[src/rtl/addsub_pkg.sv]
// addsub_pkg: mode encodings and saturation constants for the pipelined add/sub unit
package addsub_pkg;
    typedef enum logic [1:0] {
        MODE_ADD     = 2'b00,
        MODE_SUB     = 2'b01,
        MODE_ADD_SAT = 2'b10,
        MODE_SUB_SAT = 2'b11
    } mode_e;
    // neg=1 -> most negative two's-complement value, neg=0 -> most positive
    function automatic logic [63:0] sat_const(input int width, input logic neg);
        return neg ? (64'd1 << (width - 1)) : ((64'd1 << (width - 1)) - 64'd1);
    endfunction
endpackage

[src/rtl/addsub_slice.sv]
// addsub_slice: SW-bit adder slice with registered carry, valid and (last slice only) overflow
//   Clk, Rst_n : clock, async active-low reset
//   en         : pipeline advance
//   a, b, c_in : slice operands and carry-in (b already inverted for subtraction)
//   v_in       : beat valid entering this slice
//   sum        : combinational slice sum, registered by the parent
//   c_q, v_q   : registered carry-out and valid
//   ovf_q      : registered signed overflow, always 0 unless LAST
module addsub_slice #(
    parameter int SW   = 4,
    parameter bit LAST = 1'b0
) (
    input  logic          Clk,
    input  logic          Rst_n,
    input  logic          en,
    input  logic [SW-1:0] a,
    input  logic [SW-1:0] b,
    input  logic          c_in,
    input  logic          v_in,
    output logic [SW-1:0] sum,
    output logic          c_q,
    output logic          v_q,
    output logic          ovf_q
);
    logic c_d, ovf_d;
    always_comb begin
        {c_d, sum} = {1'b0, a} + {1'b0, b} + {{SW{1'b0}}, c_in};
        // carry into MSB is a^b^sum at the MSB; overflow when it differs from carry out
        ovf_d = LAST && (a[SW-1] ^ b[SW-1] ^ sum[SW-1] ^ c_d);
    end
    always_ff @(posedge Clk or negedge Rst_n) begin
        if (!Rst_n) begin
            c_q   <= 1'b0;
            v_q   <= 1'b0;
            ovf_q <= 1'b0;
        end else if (en) begin
            c_q   <= c_d;
            v_q   <= v_in;
            ovf_q <= ovf_d;
        end
    end
endmodule

[src/rtl/pipelined_addsub_unit.sv]
// pipelined_addsub_unit: STAGES-deep carry-chained add/sub with signed saturation and valid/ready
//   Clk, Rst_n          : clock, async active-low reset
//   In_valid, In_ready  : operand handshake (In_ready = global advance)
//   A, B, Cin, Mode     : operands, carry/borrow-in, mode (ADD/SUB/ADD_SAT/SUB_SAT)
//   Out_valid, Out_ready: result handshake
//   Sum, Cout, Overflow : result, raw carry out, raw signed overflow
//   Busy                : any stage holds a valid beat
module pipelined_addsub_unit
    import addsub_pkg::*;
#(
    parameter int WIDTH  = 8,
    parameter int STAGES = 2
) (
    input  logic             Clk,
    input  logic             Rst_n,
    input  logic             In_valid,
    output logic             In_ready,
    input  logic [WIDTH-1:0] A,
    input  logic [WIDTH-1:0] B,
    input  logic             Cin,
    input  logic [1:0]       Mode,
    output logic             Out_valid,
    input  logic             Out_ready,
    output logic [WIDTH-1:0] Sum,
    output logic             Cout,
    output logic             Overflow,
    output logic             Busy
);
    localparam int SW = WIDTH / STAGES;
    localparam logic [WIDTH-1:0] SAT_MIN = WIDTH'(sat_const(WIDTH, 1'b1));
    localparam logic [WIDTH-1:0] SAT_MAX = WIDTH'(sat_const(WIDTH, 1'b0));

    if (STAGES < 1 || WIDTH % STAGES != 0) begin : g_bad_params
        $error("pipelined_addsub_unit: WIDTH must be divisible by STAGES and STAGES >= 1");
    end

    logic              advance, sub_in, sat_in, c_in;
    logic [WIDTH-1:0]  b_in;
    logic [STAGES-1:0] v_all, ovf_all;

    // subtraction is A + ~B + ~Cin, so inversion happens once at the input
    always_comb begin
        sub_in = (Mode == MODE_SUB) || (Mode == MODE_SUB_SAT);
        sat_in = (Mode == MODE_ADD_SAT) || (Mode == MODE_SUB_SAT);
        b_in   = sub_in ? ~B : B;
        c_in   = sub_in ? ~Cin : Cin;
    end

    for (genvar s = 0; s < STAGES; s++) begin : g_st
        // HI = operand B bits still pending when the beat enters stage s
        localparam int HI = WIDTH - s * SW;
        logic [WIDTH-1:0] a_d, r_d, r_q;
        logic [HI-1:0]    b_d;
        logic [SW-1:0]    sum;
        logic             c_d, v_d, sat_d, sg_d, sat_q, sg_q, c_q, v_q, ovf_q;
        if (s == 0) begin : g_first
            always_comb begin
                a_d   = A;
                b_d   = b_in;
                c_d   = c_in;
                v_d   = In_valid;
                sat_d = sat_in;
                sg_d  = A[WIDTH-1];
            end
        end else begin : g_next
            always_comb begin
                a_d   = g_st[s-1].r_q;
                b_d   = g_st[s-1].g_b.b_q;
                c_d   = g_st[s-1].c_q;
                v_d   = g_st[s-1].v_q;
                sat_d = g_st[s-1].sat_q;
                sg_d  = g_st[s-1].sg_q;
            end
        end
        addsub_slice #(.SW(SW), .LAST(s == STAGES - 1)) u_slice (
            .Clk   (Clk),
            .Rst_n (Rst_n),
            .en    (advance),
            .a     (a_d[s*SW +: SW]),
            .b     (b_d[SW-1:0]),
            .c_in  (c_d),
            .v_in  (v_d),
            .sum   (sum),
            .c_q   (c_q),
            .v_q   (v_q),
            .ovf_q (ovf_q)
        );
        // one vector carries finished result slices below s and untouched A slices above
        always_comb begin
            r_d              = a_d;
            r_d[s*SW +: SW]  = sum;
        end
        always_ff @(posedge Clk or negedge Rst_n) begin
            if (!Rst_n) begin
                r_q   <= '0;
                sat_q <= 1'b0;
                sg_q  <= 1'b0;
            end else if (advance) begin
                r_q   <= r_d;
                sat_q <= sat_d;
                sg_q  <= sg_d;
            end
        end
        if (s < STAGES - 1) begin : g_b
            logic [HI-SW-1:0] b_q;
            always_ff @(posedge Clk or negedge Rst_n) begin
                if (!Rst_n) b_q <= '0;
                else if (advance) b_q <= b_d[HI-1:SW];
            end
        end
        assign v_all[s]   = v_q;
        assign ovf_all[s] = ovf_q;
    end

    // only the last slice reports overflow, the others hold 0
    always_comb begin
        Out_valid = g_st[STAGES-1].v_q;
        advance   = !Out_valid || Out_ready;
        In_ready  = advance;
        Busy      = |v_all;
        Cout      = g_st[STAGES-1].c_q;
        Overflow  = |ovf_all;
        Sum       = (g_st[STAGES-1].sat_q && Overflow)
                  ? (g_st[STAGES-1].sg_q ? SAT_MIN : SAT_MAX)
                  : g_st[STAGES-1].r_q;
    end
endmodule

[config.mk]
export PLATFORM = sky130hd
export DESIGN_NAME = pipelined_addsub_unit
export DESIGN_NICKNAME = d
export VERILOG_FILES = /design/src/rtl/addsub_pkg.sv /design/src/rtl/addsub_slice.sv /design/src/rtl/pipelined_addsub_unit.sv
export SDC_FILE = /design/constraint.sdc
export NUM_CORES = 1
export LEC_CHECK = 0
export CORE_ASPECT_RATIO = 1.1
export CORE_MARGIN = 8
export CORE_UTILIZATION = 54
export DETAILED_ROUTE_END_ITERATION = 8
export PLACE_DENSITY_LB_ADDON = 0.12
export SETUP_SLACK_MARGIN = 0.2
export SYNTH_ARGS = -nofsm -noshare
export SYNTH_HDL_FRONTEND = slang
export SYNTH_HIERARCHICAL = 1
export SYNTH_SLANG_ARGS = --single-unit
export TNS_END_PERCENT = 50
[constraint.sdc]
create_clock -name Clk -period 4.87 [get_ports Clk]
set_input_delay 0.487 -clock Clk [delete_from_list [all_inputs] [get_ports Clk]]
set_output_delay 0.487 -clock Clk [all_outputs]
set_load 0.01 [all_outputs]
Word level (Yosys, flattened, before mapping)
Index checks and enable logic that the tools add are counted.
{"block": "classes", "n_addsub": 4, "n_eq_ne": 3, "muxes": 4, "bitwise": 5, "reduce_logical": 6}
{"cell": "8-bit two-way mux", "count": 3}
{"cell": "4-bit by 4-bit adder with 5-bit output", "count": 2}
{"cell": "5-bit by 1-bit adder with 5-bit output", "count": 2}
{"cell": "8-bit NOT", "count": 1}
{"cell": "2-bit equality test, second input constant", "count": 2}
{"cell": "1-bit logical OR", "count": 3}
{"cell": "1-bit bitwise XOR", "count": 3}
{"cell": "2-bit by 1-bit equality test with 1-bit output, second input constant", "count": 1}
{"cell": "2-bit OR reduction", "count": 1}
{"cell": "1-bit logical AND", "count": 1}
{"cell": "1-bit zero test", "count": 1}
{"cell": "1-bit two-way mux", "count": 1}
{"cell": "1-bit NOT", "count": 1}
{"block": "word_totals", "ff_bits": 29, "inputBits": 23, "out_inout_bits": 13, "word_cells": 34}

Longest topological paths before layout
Gate-level depths: netlist of the first run.
{"block": "logic_depth", "depth_word": 5, "mapped_depth": 8, "depth_no_buf": 7}

By module
Netlist of the first run, hierarchy kept.
{"mod": "pipelined_addsub_unit", "n_inst": 1, "cells_per_inst": 79, "area_per_inst_um2": 1194.9, "seq_area_each_um2": 575.6}
{"mod": "addsub_slice (g_st[1].u_slice)", "n_inst": 1, "cells_per_inst": 25, "area_per_inst_um2": 260.2, "seq_area_each_um2": 75.1}
{"mod": "addsub_slice (g_st[0].u_slice)", "n_inst": 1, "cells_per_inst": 23, "area_per_inst_um2": 224.0, "seq_area_each_um2": 50.0}

Worst setup path after synthesis of the first run
No wires, ideal clock.
{"block": "synth_timing", "path_kind": "input port to flip-flop", "start": "input Mode[0]", "end": "register g_st[0].r_q[2]", "setup_ps": 125, "arrival_ps": 1918, "required_ps": 4745, "setup_slack_ps": 2827, "stages": 7, "path_cell_list": "buf_2 xor2_1 fa_1 inv_1 fa_1 xnor2_1 mux2_4"}
{"block": "synth_between", "elab_chain_cells": 5, "word_cells_on_any_way": 7, "classes_between": "add/sub: 2; eq/ne: 2; mux: 2; reduce/logical: 1"}
{"element": "from (decl)", "line_no": "pipelined_addsub_unit.sv:21", "source": "input logic [1:0] Mode,"}
{"element": "2-bit by 1-bit equality test with 1-bit output or 2-bit equality test (tied branches)", "line_no": "pipelined_addsub_unit.sv:43", "source": "sub_in = (Mode == MODE_SUB) || (Mode == MODE_SUB_SAT);"}
{"element": "1-bit logical OR *", "line_no": "pipelined_addsub_unit.sv:43"}
{"element": "8-bit two-way mux *", "line_no": "pipelined_addsub_unit.sv:45", "source": "b_in = sub_in ? ~B : B;"}
{"element": "net b_in[0]", "line_no": "pipelined_addsub_unit.sv:38", "source": "logic [WIDTH-1:0] b_in;"}
{"element": "4-bit by 4-bit adder with 5-bit output *", "line_no": "addsub_slice.sv:27", "source": "{c_d, sum} = {1'b0, a} + {1'b0, b} + {{SW{1'b0}}, c_in};"}
{"element": "5-bit by 1-bit adder with 5-bit output *", "line_no": "addsub_slice.sv:27"}
{"element": "net g_st[0].sum[2]", "line_no": "pipelined_addsub_unit.sv:54", "source": "logic [SW-1:0] sum;"}
{"element": "to (signal assigned)", "line_no": "pipelined_addsub_unit.sv:99", "source": "r_q <= r_d;"}
{"element": "to (decl)", "line_no": "pipelined_addsub_unit.sv:52", "source": "logic [WIDTH-1:0] a_d, r_d, r_q;"}
The timed path passes the listed nets; every way through them passes the cells marked *.
A chain may end at the register's enable or synchronous reset.

Final worst setup path of the first run
{"block": "layout_timing", "start": "input Out_ready", "end": "output In_ready"}
{"block": "layout_between", "elab_chain_cells": 1}
{"element": "from (decl)", "line_no": "pipelined_addsub_unit.sv:23", "source": "input logic Out_ready,"}
{"element": "1-bit logical OR", "line_no": "pipelined_addsub_unit.sv:118", "source": "advance = !Out_valid || Out_ready;"}
{"element": "to (decl)", "line_no": "pipelined_addsub_unit.sv:17", "source": "output logic In_ready,"}
No other way between the ends.

==> out/metrics.yaml, run 1 <==
sta:
  slew_headroom_pct: 66.4
  setup_violations: 0
  skew_ns: 0.00217
  fmax_mhz: 396
  finalHoldViolCount: 0
  period_needed_ns: 2.52
  slew_viol_final: 0
  finalSetupTns_ns: 0
  fin_crit_sh_pct: 51.8
  tightest_slew_ns: 0.503
  whs_ns: 0.510
  rsz0062_at_grt: "false"
power:
  power.density_mw_per_mm2: 440
  leakagePower_nw: 1.01
  worst_ir_drop_vdd_mv: 0.348
detailed_routing:
  vias: 977
  wirelength_um: 2760
  firstDrtPassIters: 4
  route.detailed.drc: 0
  wl_per_cell_um: 14.1
  antenna_left: 0
  vias_per_cell: 5.01
  drt_iter0_markers: 19
finish:
  fin_util_pct: 68.4
  nNetsFinal: 195
  drive_gt1_share_pct: 23.0
  area_growth_pct: 22.0
  stdcell_area_mm2: 0.00205
  antennaDiodeCount: 0
floorplan:
  core_mm2: 0.00300
  die_area_mm2: 0.00515
  die_w_um: 69.2
  io_pins: 36
  start_util_pct: 56.1
  fp.dieH_um: 74.5
  rows: 21
logic_synthesis:
  synth-seq-cells: 28
  netlist_instances: 127
  ys_seq_area_share_pct: 41.7
  synth_nets: 160
  ys.warnings.count: 6
  postSynthAreaPerCell_um2: 13.2
  syn_area_mm2: 0.00168
  synthDistinctLibCells: 27
cts:
  clockBufferDepth: 2
  clkSlewWorstSetupHoldPaths_ns: 0.14
  clock_latency_ns: 0.33
  clockRootBuffer: "clkbuf_4"
  cts.sinks: 28
  h-tree-depth: 1
  cts_buffers: 3
  ctsHoldBuffers: 0
  cts_tree: "yes"
  ctsResizeCount: 0
  post_cts_buffers: 0
setup_path:
  r2r_cells: 7
  r2r_slack_ns: 3.08
  slowest_delay_ns: 0.64
  critPathCaptureType: "primary output"
  critPathTopFamily: "buffers and inverters"
  worstPathMaxFanout: 31
  path_common_cell: "clkdlybuf4s50_1"
  path_buf_inv: 2
  crit_cells: 3
  cp_slowest_cell: "clkdlybuf4s50_1"
  critPathLaunchType: "primary input"
  cp.required_ns: 4.38
  worstReg2RegStart: "g_st[0].r_q[4]$_DFFE_PN0P_"
  crit_arrival_ns: 2.04
  crit_type: "in2out"
  cp_cell_sequence: "clkdlybuf4s50_1 -> nand2b_4 -> clkdlybuf4s50_1"
  timing.rr.end: "g_st[1].u_slice/ovf_q$_DFFE_PN0P_"
place:
  port_buffers: 35
  place_congestion: 0.709
  dp_hpwl_um: 2180
  place_area_mm2: 0.00201
global_routing:
  grt_max_degree: 32
  overflow: 0
  grt_pass1_vias: 1000
  grt_use_total_pct: 11.4
  grt_pass1_wl_um: 4690
  antenna_found_initial: 0
flow_run:
  maxCapViolCount: 0
hold_path:
  hp-class: "in2async"
status:
  status: "finished clean"
## cell usage in the layout, fill, tap and decap left out
cell,count
a21o_1,2
a21oi_1,2
a21oi_2,2
a31oi_1,1
buf_4,1
clkbuf_4,3
clkbuf_8,1
clkdlybuf4s50_1,35
conb_1,1
dfrtp_1,28
fa_1,4
ha_1,6
inv_1,16
mux2_1,1
mux2_2,7
mux2_4,19
mux2i_1,7
nand2b_1,1
nand2b_4,1
nor2_1,4
nor2b_1,1
o21ai_1,1
o21ai_4,1
or2_2,2
xnor2_1,4
xor2_1,10
## worst register-to-register path: stages, from the launching register on
cell and delay [ns]:
dfrtp_1 0.42, fa_1 0.22, inv_1 0.06, fa_1 0.39, nand2b_1 0.16, a21oi_1 0.18
xor2_1 0.17, a21oi_1 0.08
## registers in the layout (all words and copies together), names as in the netlist
signal              count
g_st.sat_q              2
g_st.r_q               16
g_st.u_slice/c_q        2
g_st.sg_q               1
g_st.u_slice/v_q        2
g_st.u_slice/ovf_q      1
g_st.g_b.b_q            4
## cells in the mapped netlist
| cell | count | area share, % |
|---|---|---|
| a21o_1 | 2 | 0.89 |
| a21oi_1 | 2 | 0.60 |
| a21oi_2 | 2 | 1.0 |
| a31oi_1 | 1 | 0.37 |
| buf_1 | 1 | 0.22 |
| buf_12 | 2 | 2.4 |
| buf_2 | 1 | 0.30 |
| buf_4 | 1 | 0.45 |
| buf_6 | 1 | 0.67 |
| conb_1 | 1 | 0.22 |
| dfrtp_1 | 28 | 42 |
| fa_1 | 4 | 4.8 |
| ha_1 | 6 | 4.5 |
| inv_1 | 16 | 3.6 |
| mux2_1 | 1 | 0.67 |
| mux2_2 | 7 | 4.7 |
| mux2_4 | 19 | 17 |
| mux2i_1 | 7 | 4.2 |
| nand2b_1 | 1 | 0.37 |
| nand2b_4 | 1 | 0.82 |
| nor2_1 | 4 | 0.89 |
| nor2b_1 | 1 | 0.37 |
| o21ai_1 | 1 | 0.30 |
| o21ai_4 | 1 | 0.97 |
| or2_2 | 2 | 0.75 |
| xnor2_1 | 4 | 2.1 |
| xor2_1 | 10 | 5.2 |
## through the flow
step                setup slack [ns]  power [mW]  cells
global placement                2.20       0.784    191
floorplan                       2.83       0.651    127
finish                          2.35       0.902    195
CTS                             2.34       0.916    195
detailed placement              2.13       0.803    191
global route                    2.25       0.969    195
## area by class of cell
cell class                 instances  area [um^2]
clock buffer                       4         36.3
fill                             244          947
inverter                          16         60.1
multi-input combinational         77          851
sequential                        28          701
tap                               34         42.5
timing repair buffer              36          358
## cell families after synthesis
group | after synthesis | synth area share [%]
compound gates | 9 | 4.17
xor+xnor | 14 | 7.30
simple gates | 9 | 3.20
flops | 28 | 41.7
fa+ha+maj | 10 | 9.24
buf+inv | 22 | 7.60
mux | 34 | 26.5
other cells | 1 | 0.223
## layer usage
layer,global-route usage [%],share of wire (%),vias up
li1,-,-,480
met1,13.8,44,462
met2,17.4,48,31
met3,4.27,6.5,4
met4,6.15,1.7,0
met5,0,0,-
## how the worst max path moves through the flow
stage	endpoint	start	slack (ns)
finish	In_ready	Out_ready	2.35
global route	In_ready	Out_ready	2.25
CTS	In_ready	Out_ready	2.34
detailed placement	g_st[0].r_q[2]$_DFFE_PN0P_	Mode[0]	2.13
global placement	g_st[0].r_q[2]$_DFFE_PN0P_	Mode[0]	2.20
floorplan	g_st[0].r_q[2]$_DFFE_PN0P_	Mode[0]	2.83
## power breakdown
group          total (mW)  internal (mW)  switching, mW
sequential          0.362          0.307         0.0551
clock               0.113         0.0458         0.0670
combinational       0.426          0.269          0.158
total               0.902          0.622          0.280
Note: power is estimated with default switching activity, not from simulation.
==> inputs of run 2 (changes only) <==
- CORE_UTILIZATION: 54 -> 45
- clock period: 4.87 -> 2.2 ns (I/O delays scaled with it)
==> out/metrics.yaml, run 2 (same netlist as run 1, synthesis figures left out) <==
setup_path:
  cp_slowest_cell: "clkdlybuf4s50_1"
  worstPathMaxFanout: 7  # -77%
  critPathLaunchType: "flip-flop"
  crit_type: "reg2out"
  crit_arrival_ns: 1.77  # -0.27 ns
  cp.required_ns: 1.98  # -2.40 ns
  crit_path_start: "g_st[1].u_slice/ovf_q$_DFFE_PN0P_"
  slowest_delay_ns: 0.55  # -0.09 ns
  cp_cell_sequence: "o21ai_4 -> buf_12 -> mux2i_1 -> clkdlybuf4s50_1"
  worstReg2RegStart: "g_st[0].r_q[4]$_DFFE_PN0P_"
  critPathCaptureType: "primary output"
sta:
  rsz0062_at_grt: "true"
  setup_violations: 0  # unchanged
  slew_viol_final: 0  # unchanged
  whs_ns: 0.315  # -0.195 ns
  period_needed_ns: 1.99
  fmax_mhz: 502
  skew_ns: 0.00105  # -0.00112 ns
  fin_crit_sh_pct: 90.5
  fin_ws_ns: 0.208  # -2.14 ns
  finalHoldViolCount: 0  # unchanged
detailed_routing:
  antenna_left: 0  # unchanged
  vias: 987  # +1.0%
  route.detailed.drc: 0  # unchanged
  vias_per_cell: 4.57  # -8.8%
  drt_iter0_markers: 42  # +23
  firstDrtPassIters: 2  # -2
  wirelength_um: 2960  # +7.4%
  wl_per_cell_um: 13.7  # -3.1%
cts:
  ctsHoldBuffers: 0  # unchanged
  clockBufferDepth: 2  # unchanged
  clkSlewWorstSetupHoldPaths_ns: 0.09  # -0.05 ns
  h-tree-depth: 1  # unchanged
  cts_tree: "yes"
  clockRootBuffer: "clkbuf_8"
  cts.sinks: 28  # unchanged
  clock_latency_ns: 0.27  # -0.06 ns
  cts_buffers: 3  # unchanged
finish:
  drive_gt1_share_pct: 25.3  # +2.3 points
  top_register: "g_st.r_q"
  stdcell_area_mm2: 0.00216  # +5.3%
  layout_commonest_cell: "clkdlybuf4s50_1"
  largest_reg_flops: 16  # unchanged
  reg_top3: "g_st.r_q: 16 flops, g_st.g_b.b_q: 4 flops"
  final_cell_mix: "clkdlybuf4s50_1, dfrtp_1, mux2_4, inv_1, xor2_1"
  area_growth_pct: 28.5
  antennaDiodeCount: 0  # unchanged
  nNetsFinal: 200  # +2.6%
  fin_util_pct: 59.5  # -8.9 points
status:
  status: "finished clean"
global_routing:
  grt_pass1_vias: 1059  # +5.9%
  grt_use_total_pct: 10.4  # -1.1 points
  grt_max_degree: 29  # -9.4%
  grt_pass1_wl_um: 4830  # +2.9%
  antenna_found_initial: 0  # unchanged
  overflow: 0  # unchanged
floorplan:
  fp.dieH_um: 80.1  # +7.5%
  rows: 23  # +9.5%
  io_pins: 36  # unchanged
  die_area_mm2: 0.00594  # +15%
  core_mm2: 0.00363  # +21%
  die_w_um: 74.2  # +7.3%
  start_util_pct: 46.3  # -9.7 points
power:
  power.density_mw_per_mm2: 1000  # +130%
  p_switching_mw: 0.636  # +130%
  total_power_mw: 2.16  # +140%
  power_frac_comb_pct: 44.3  # -3.0 points
  leakagePower_nw: 1.08  # +7.4%
  worst_ir_drop_vdd_mv: 0.482  # +38%
  p_int_mw: 1.52  # +140%
  p_sw_share_pct: 29.5  # -1.6 points
  clkPwrFrac_pct: 18.5  # +6.0 points
  pwr-share-seq_pct: 37.2  # -3.0 points
place:
  place_area_mm2: 0.00206  # +2.5%
  post-place-ws_ns: -0.0493  # -2.18 ns
  place_congestion: 0.746  # +5.2%
  port_buffers: 35  # unchanged
  dp_hpwl_um: 2380  # +9.2%
flow_run:
  maxCapViolCount: 0  # unchanged
hold_path:
  hp-class: "in2async"
run 2: cell types whose count changed in the layout (fill, tap and decap cells not counted):
| cell | previous run | this run |
|---|---|---|
| clkdlybuf4s50_1 | 35 | 29 |
| clkbuf_4 | 3 | 0 |
| dlymetal6s2s_1 | 0 | 3 |
| clkbuf_8 | 1 | 3 |
| dlygate4sd2_1 | 0 | 3 |
| bufinv_16 | 0 | 1 |
| buf_4 | 1 | 5 |
| buf_12 | 0 | 1 |
run 2: final timing paths:
check	end	slack [ns]	cells after the start
max	Sum[4]	0.21	4
min	g_st[1].sat_q$_DFFE_PN0P_	0.31	2
max reg2reg	g_st[1].u_slice/ovf_q$_DFFE_PN0P_	0.44	7
min reg2reg	g_st[0].sat_q$_DFFE_PN0P_	0.52	1
max in group asynchronous	g_st[1].u_slice/ovf_q$_DFFE_PN0P_	1.62	2
min in group Clk	g_st[0].sat_q$_DFFE_PN0P_	0.52	1
run 2: repair_timing:
item,CTS,global route
gates resized for setup,3,3
setup buffers,1,0
pin swaps,1,0
gates cloned,0,0
setup endpoints to repair,8,6
run 2: area by class of cell:
type                            instances  area (um^2)
Fill cell                             313         1470
Multi-Input combinational cell         77          851
Sequential cell                        28          701
Timing Repair Buffer                   41          412
Tap cell                               50         62.6
Inverter                               16         60.1
Clock buffer                            3         41.3
Clock inverter                          1         30.0
run 2: worst max-delay path, delay by kind of cell (launching register included):
| kind | cells | cell delay (ns) |
|---|---|---|
| DFF | 1 | 0.43 |
| buffers and inverters | 2 | 0.70 |
| muxes | 1 | 0.17 |
| AOI/OAI and AO/OA | 1 | 0.20 |
run 2: stage by stage:
stage | instances | TNS (ns)
5_1_grt | 216 | 0
3_5_place_dp | 211 | -0.0831
6_report | 216 | 0
4_1_cts | 216 | 0
3_3_place_gp | 211 | 0
2_1_floorplan | 127 | 0
run 2: routing by layer:
metal | vias to the layer above | global-route usage, % | wire [um]
met1 | 470 | 12.6 | 1350
met2 | 24 | 16.5 | 1420
met4 | 0 | 4.12 | 40
met5 | - | 0 | 0
li1 | 489 | - | -
met3 | 4 | 3.24 | 156
run 2: power by group through the flow:
| stage | clock [mW] | combinational (mW) | sequential, mW |
|---|---|---|---|
| final | 0.400 | 0.956 | 0.802 |
| after floorplan | 0 | 0.664 | 0.778 |
| after CTS | 0.411 | 0.982 | 0.806 |
| after detailed placement | 0 | 0.973 | 0.815 |
| after global placement | 0 | 0.948 | 0.806 |
| after global routing | 0.436 | 1.04 | 0.827 |
==> inputs of run 3 (changes only) <==
- CAP_MARGIN: not set -> 20
==> results of run 3 <==
No change in the layout: final DEF, timing and power equal those of run 2.
